==> src/rtl/hex_scan_display.sv <==
// Time-multiplexed common-anode seven-segment driver: double-buffered hex input,
// leading-zero suppression, per-digit blanking and decimal points, per-slot dead time.
module hex_scan_display #(
  parameter int unsigned DIGITS      = 4,
  parameter int unsigned REFRESH_DIV = 50000,
  parameter int unsigned DEAD        = 16
) (
  input  logic                clk,
  input  logic                rst_n,
  input  logic [4*DIGITS-1:0] value,
  input  logic                load,
  input  logic [DIGITS-1:0]   blank,
  input  logic [DIGITS-1:0]   dp,
  input  logic                lzs,
  input  logic                en,
  output logic [0:6]          seg,
  output logic                dp_n,
  output logic [DIGITS-1:0]   an_n,
  output logic                frame_start
);

  localparam int unsigned CntW = (REFRESH_DIV > 1) ? $clog2(REFRESH_DIV) : 1;
  localparam int unsigned IdxW = (DIGITS > 1) ? $clog2(DIGITS) : 1;

  localparam logic [CntW-1:0] CntLast = CntW'(REFRESH_DIV - 1);
  localparam logic [IdxW-1:0] IdxLast = IdxW'(DIGITS - 1);
  localparam logic [CntW-1:0] DeadCnt = CntW'(DEAD);

  // Nibble to active-low segments, bit order a..g from MSB to LSB.
  function automatic logic [6:0] hex_to_seg(input logic [3:0] nib);
    logic [6:0] s;
    case (nib)
      4'h0:    s = 7'b0000001;
      4'h1:    s = 7'b1001111;
      4'h2:    s = 7'b0010010;
      4'h3:    s = 7'b0000110;
      4'h4:    s = 7'b1001100;
      4'h5:    s = 7'b0100100;
      4'h6:    s = 7'b0100000;
      4'h7:    s = 7'b0001111;
      4'h8:    s = 7'b0000000;
      4'h9:    s = 7'b0000100;
      4'hA:    s = 7'b0001000;
      4'hB:    s = 7'b1100000;
      4'hC:    s = 7'b0110001;
      4'hD:    s = 7'b1000010;
      4'hE:    s = 7'b0110000;
      default: s = 7'b0111000;
    endcase
    return s;
  endfunction

  // Scan and buffer state
  logic [CntW-1:0]     cnt_q, cnt_d;
  logic [IdxW-1:0]     idx_q, idx_d;
  logic [4*DIGITS-1:0] pend_q, pend_d;
  logic [4*DIGITS-1:0] act_q, act_d;
  logic                pflag_q, pflag_d;

  // Registered outputs
  logic [0:6]          seg_q, seg_d;
  logic                dp_n_q, dp_n_d;
  logic [DIGITS-1:0]   an_n_q, an_n_d;
  logic                frame_start_q, frame_start_d;

  logic                cnt_wrap;
  logic                idx_wrap;
  logic                frame_end;

  always_comb begin
    cnt_wrap  = (cnt_q == CntLast);
    idx_wrap  = (idx_q == IdxLast);
    frame_end = cnt_wrap && idx_wrap;

    cnt_d = cnt_wrap ? '0 : cnt_q + CntW'(1);
    idx_d = idx_q;
    if (cnt_wrap) begin
      idx_d = idx_wrap ? '0 : idx_q + IdxW'(1);
    end

    // The transfer reads the old pend, so a load on the frame edge waits one more frame.
    pend_d  = load ? value : pend_q;
    act_d   = (frame_end && pflag_q) ? pend_q : act_q;
    pflag_d = load || (pflag_q && !frame_end);
  end

  logic [DIGITS-1:0] supp;
  logic              hi_zero;
  logic [3:0]        nib;
  logic              sel_blank;
  logic              sel_dp;
  logic              sel_supp;
  logic              dark;
  logic              past_dead;

  always_comb begin
    // A digit is suppressed when it and every more significant nibble are zero.
    hi_zero = 1'b1;
    supp    = '0;
    for (int i = DIGITS - 1; i >= 1; i--) begin
      hi_zero = hi_zero && (act_q[4*i +: 4] == 4'h0);
      supp[i] = lzs && hi_zero;
    end

    nib       = '0;
    sel_blank = 1'b0;
    sel_dp    = 1'b0;
    sel_supp  = 1'b0;
    for (int i = 0; i < DIGITS; i++) begin
      if (idx_q == IdxW'(i)) begin
        nib       = act_q[4*i +: 4];
        sel_blank = blank[i];
        sel_dp    = dp[i];
        sel_supp  = supp[i];
      end
    end

    dark      = sel_blank || sel_supp || !en;
    past_dead = (cnt_q >= DeadCnt);

    seg_d  = dark ? 7'b1111111 : hex_to_seg(nib);
    dp_n_d = dark || !sel_dp;

    an_n_d = '1;
    for (int i = 0; i < DIGITS; i++) begin
      if ((idx_q == IdxW'(i)) && !dark && past_dead) begin
        an_n_d[i] = 1'b0;
      end
    end

    frame_start_d = (cnt_q == '0) && (idx_q == '0);
  end

  always_ff @(posedge clk or negedge rst_n) begin
    if (!rst_n) begin
      cnt_q         <= '0;
      idx_q         <= '0;
      pend_q        <= '0;
      act_q         <= '0;
      pflag_q       <= 1'b0;
      seg_q         <= '1;
      dp_n_q        <= 1'b1;
      an_n_q        <= '1;
      frame_start_q <= 1'b0;
    end else begin
      cnt_q         <= cnt_d;
      idx_q         <= idx_d;
      pend_q        <= pend_d;
      act_q         <= act_d;
      pflag_q       <= pflag_d;
      seg_q         <= seg_d;
      dp_n_q        <= dp_n_d;
      an_n_q        <= an_n_d;
      frame_start_q <= frame_start_d;
    end
  end

  assign seg         = seg_q;
  assign dp_n        = dp_n_q;
  assign an_n        = an_n_q;
  assign frame_start = frame_start_q;

endmodule

==> config.mk <==
export PLATFORM = sky130hd
export DESIGN_NAME = hex_scan_display
export DESIGN_NICKNAME = d
export VERILOG_FILES = /design/src/rtl/hex_scan_display.sv
export SDC_FILE = /design/constraint.sdc
export NUM_CORES = 1
export LEC_CHECK = 0
export BUFFER_PORTS_ARGS = -buffer_cell sky130_fd_sc_hd__buf_4
export CAP_MARGIN = 20
export CORE_MARGIN = 5
export CORE_UTILIZATION = 64
export CTS_BUF_LIST = sky130_fd_sc_hd__clkbuf_4
export CTS_CLUSTER_DIAMETER = 150
export CTS_CLUSTER_SIZE = 8
export DETAILED_ROUTE_END_ITERATION = 7
export HOLD_SLACK_MARGIN = 0.03
export PLACE_DENSITY = 0.95
export SETUP_SLACK_MARGIN = 0.2
export SLEW_MARGIN = 20
export SYNTH_ARGS = -nofsm -noshare
export SYNTH_HDL_FRONTEND = slang
export SYNTH_SLANG_ARGS = --single-unit
==> constraint.sdc <==
create_clock -name clk -period 4.1 [get_ports clk]
set_clock_uncertainty 0.2 [all_clocks]
set_input_delay 0.205 -clock clk [delete_from_list [all_inputs] [get_ports clk]]
set_output_delay 0.205 -clock clk [all_outputs]
set_load 0.01 [all_outputs]
== Word level (Yosys, flattened, before mapping) ==
Memory sizes are Yosys's and may differ from the RTL's.
Index checks and enable logic that the tools add are counted.
Operators by class
  add/subtract/negate cells: 2
  order comparisons: 1
  equal/unequal tests: 4
  multiplexer cells: 22
  reductions and logical operators: 30
Operators with widths (number)
  1-bit logical AND: 17
  16-bit by 1-bit adder with 16-bit output (second input constant): 1
  16-bit equality test (second input constant): 1
  16-bit by 5-bit >= comparator with 1-bit output (second input constant): 1
  16-bit zero test: 1
  16-bit two-way mux: 1
  4-bit two-way mux: 4
  1-bit two-way mux: 15
  4-bit zero test: 3
  7-bit two-way mux: 1
  2-bit equality test (second input constant): 2
  1-bit zero test: 4
  1-bit logical OR: 4
  2-bit by 1-bit adder with 2-bit output (second input constant): 1
  2-bit by 1-bit equality test with 1-bit output (second input constant): 1
  2-bit zero test: 1
  2-bit two-way mux: 1
Word-level totals
  bits in registers: 64
  memory bits (read-only): 112
  input port bits: 29
  memories: 1
Memory list
  (name not given): depth 16, width 7, read ports 1, clocked after Yosys merged registers in 0, write ports 0, RTL line 32  | case (nib)

== Depth between registers and ports, before layout ==
  depth in word-level cells: 13
  gate-level depth with buffers: 11

== Worst setup path before layout ==
No wires, ideal clock.
  path kind: register to register
  start: register idx_q[0]
  end: register seg_q (netlist bit seg[3])
  library setup time: 0.087 ns
  arrival time: 2.288 ns
  required time: 3.813 ns
  path slack: 1.525 ns
  stages on the path, launching flop included: 11
  path buffers: 1
  clock period less this slack: 2.575 ns
  cell sequence: dfrtp_1 -> inv_1 -> ha_1 -> clkbuf_1 -> a211oi_1 -> a211oi_1 -> inv_1 -> ha_1 -> nor2_1 -> a211oi_1 -> o21ai_0
Between the ends
  longest elaborated chain between the ends: 8
  elaborated cells on any way between the ends: 19
  those cells by class: eq/ne (3); mux (12); reduce/logical (3); memory (1)
RTL lines
  from (decl): RTL line 55  | logic [IdxW-1:0] idx_q, idx_d;
  from (signal assigned): RTL line 147  | idx_q <= idx_d;
  parallel branches: the longest is 7 deep, another holds memory 16 x 7 bit
  7-bit two-way mux (*): RTL line 121  | seg_d = dark ? 7'b1111111 : hex_to_seg(nib);
  via seg_d (one bit): RTL line 61  | logic [0:6] seg_q, seg_d;
  to (signal assigned): RTL line 151  | seg_q <= seg_d;
  to (decl): RTL line 61
Mark *: on every way through the listed nets, which the timed path passes.
A chain may end at the register's enable or synchronous reset.

== Worst setup path after layout ==
  start: register idx_q[1]
  end: register seg_q (netlist bit seg[3])
The elaborated chain is that of the path after synthesis.

==> results by group <==
Worst setup path
  • Kind of critical path: reg -> reg
  • Most used cell, CP: a211oi_1
  • Req. time, crit path: 4.20 ns
  • CP max FO: 14
  • Max stage delay cell, worst path: a211oi_1
  • Cell Chain, Critical Path: inv_1 -> ha_1 -> a211oi_1 -> a211oi_1 -> inv_1 -> ha_1 -> nor2_1 -> a211oi_1 -> o21ai_0
  • CP Launch Type: flip-flop
  • Setup crit end kind: flip-flop
  • Buf/Inv on CP: 2
  • Arr. time, crit path: 3.05 ns
  • Crit-path max cell delay: 0.57 ns
  • Crit path max-delay family: compound AO/OA/AOI/OAI gates

Place
  • Setup slack at placement: 1.25 ns
  • Post-detail-place hpwl: 4010 um
  • PortBufs: 41
  • GP Congestion: 0.800
  • Placed Cells: 340

Clocking
  • Clock-pin slew on the worst setup and hold paths: 0.11 ns
  • CTS resizes: 0
  • Maximum clock path buffer count: 2
  • Clock Sinks: 64
  • CTS Root Cell: clkbuf_4
  • CTS tree: done
  • Clk Latency, worst-skew pair: 0.43 ns
  • H-tree depth reported by CTS: 3
  • # Post-CTS Setup Buffers: 0
  • CTS Buf Count: 9

Yosys
  • Syn Area/Cell: 12.0 sq um
  • Seq cells post-synth: 64
  • Ys Warns: 0
  • Post-Synthesis Cell Area: 3060 sq um
  • Register area share after synthesis: 52.8%
  • Gate Count Post-Synth: 255
  • Syn_nets: 296
  • Count of different cell masters after synthesis: 37

Floorplan
  • Starting Density: 65.3%
  • Row cnt: 25
  • IO Pins: 42
  • DIE AREA: 6270 sq um
  • Chip Height: 79.2 um
  • Die width: 79.2 um
  • Core area: 4690 sq um

Finish
  • Share of layout cells above drive strength 1: 30.5%
  • Final instance count without filler cells: 392
  • Layout area overhead: 27.9%
  • Multi-input gate area: 1360 sq um
  • Fillers: 239
  • Most common cell after layout, fill and taps aside: dfrtp_1
  • Leading cell types in the layout, fill and taps excluded: dfrtp_1, buf_4, dlygate4sd3_1
  • Ant diodes: 0
  • Register area: 1620 sq um
  • Nets: 374

STA
  • RSZ-0062 raised after global routing: false
  • Minimum clock period: 2.95 ns
  • Worst-margin pin slew: 0.911 ns
  • Final hold vios: 0
  • Setup_tns: 0 ns
  • Max frequency: 0.339 GHz
  • Final setup vio count: 0
  • Final Max Tran Viols: 0
  • Min Hold Slack: 0.124 ns
  • Worst Slack Setup Final: 1.15 ns
  • Fin crit share: 71.9%
  • Worst relative slew slack: 39.3%

Pwr
  • Pwr Density: 324 nW/um^2
  • Lkg Pwr: 1.81 nW
  • Peak supply drop: 0.000348 V

GRT
  • Total grt overflow: 0
  • Total Routing Usage GR: 25.3%
  • Largest net degree at the start of global routing: 65
  • First-pass GRT wire length: 11900 um
  • Vias in the first global route: 2379
  • Antenna violations before repair: 0

Route
  • Post-route ant nets: 0
  • Pre-antenna DRT Iters: 4
  • Initial drt markers: 146
  • Wire per inst: 18.4 um
  • Post-detailed-route via-to-cell ratio: 5.85
  • DRC Markers: 0
  • Via count: 2294
  • Final WL: 7200 um

Outcome
  • Status: finished, final reports clean

Worst hold path
  • Type of the most critical hold path: in -> reg

Job
  • Max_cap viols: 0
[Yosys cell counts]
cell	n	area, sq um
a22oi_1	1	7.51
buf_6	1	11.3
buf_2	3	15.0
mux2i_1	4	40.0
nand2b_1	2	12.5
a21oi_1	9	45.0
nor3b_1	3	22.5
and4_1	3	26.3
dfrtp_1	52	1300
xnor2_1	5	43.8
ha_1	12	150
nor2_1	11	41.3
a21o_1	1	7.51
mux2_2	22	248
nand3_1	13	65.1
xor2_1	9	78.8
a211oi_1	7	52.6
inv_1	8	30.0
or4_1	1	7.51
o21ai_0	7	35.0
o221ai_1	5	43.8
or3_1	1	6.26
o22ai_1	1	6.26
nor4_1	5	31.3
clkbuf_1	7	26.3
nand4_1	1	6.26
nor2b_1	5	31.3
nor3_1	1	5.00
a211o_1	2	17.5
mux2_4	10	150
nor4_4	1	21.3
dfstp_2	12	315
nand3b_1	5	37.5
or2b_1	1	7.51
nand3_4	1	17.5
and3_1	5	31.3
nand2_1	18	67.6
[where the power goes]
group / switching (mW) / internal, mW / total [mW]
logic: 0.0409 / 0.0709 / 0.112
clock network: 0.245 / 0.247 / 0.492
registers: 0.0128 / 0.654 / 0.667
total: 0.299 / 0.972 / 1.27
[final timing paths]
kind | from | end | slack, ns | cells past startpoint
worst min-delay path | en | dp_n | 0.12 | 4
min in group asynchronous | rst_n | pend_q[10] | 0.19 | 2
max in group asynchronous | rst_n | act_q[14] | 3.02 | 2
worst max-delay path | idx_q[1] | seg[3] | 1.15 | 9
worst min register to register | cnt_q[11] | cnt_q[11] | 0.30 | 1
worst max register to register | idx_q[1] | seg[3] | 1.15 | 9
[timing repair]
item / CTS / global route
endpoints found under the setup margin: 0 / 0
hold buffers: 36 / 0
hold endpoints to repair: 70 / 0
[cell families (layout without fill, tap and decap cells)]
family / after synthesis / count (layout) / share of synthesized area, %
multiplexers: 36 / 36 / 14.3
XOR/XNOR: 14 / 14 / 4.00
AO/OA/AOI/OAI: 33 / 33 / 7.03
buffers and inverters: 19 / 102 / 2.70
flip-flops: 64 / 64 / 52.8
AND/OR/NAND/NOR: 77 / 77 / 14.3
adder cells (fa/ha/maj): 12 / 12 / 4.90
[sequential cells by signal (all words and copies together) (netlist names)]
signal	cells
dp_n	1
cnt_q	16
an_n	4
act_q	16
idx_q	2
seg	7
pflag_q	1
pend_q	16
frame_start	1
[metrics by stage]
stage	total power [mW]	util, %	area, sq um
CTS	1.26	83.5	3920
global route	1.32	83.5	3920
detailed placement	0.745	72.3	3390
floorplan	0.700	-	3060
global placement	0.741	72.3	3390
finish	1.27	83.5	3920
[cell type report]
class	instances	share of cell area [%]
flip-flops and latches	64	41.3
multi-input cells	172	34.8
repair buffers	78	17.2
clock inverters	7	2.46
clock buffers	9	1.72
well taps	54	1.72
inverters	8	0.767
[layer usage]
layer	wire [um]	up-vias	GRT usage [%]
li1	-	1067	-
met1	2990	1139	29.9
met2	3720	71	43.4
met3	303	17	6.01
met4	198	0	11.7
met5	0	-	0
[tightest hold or removal path, stage by stage]
cell,delay (ns)
buf_4,0.11
o21ai_0,0.07
a21oi_1,0.18
nand2_1,0.13
No activity file was read; power rests on OpenSTA's default activity.
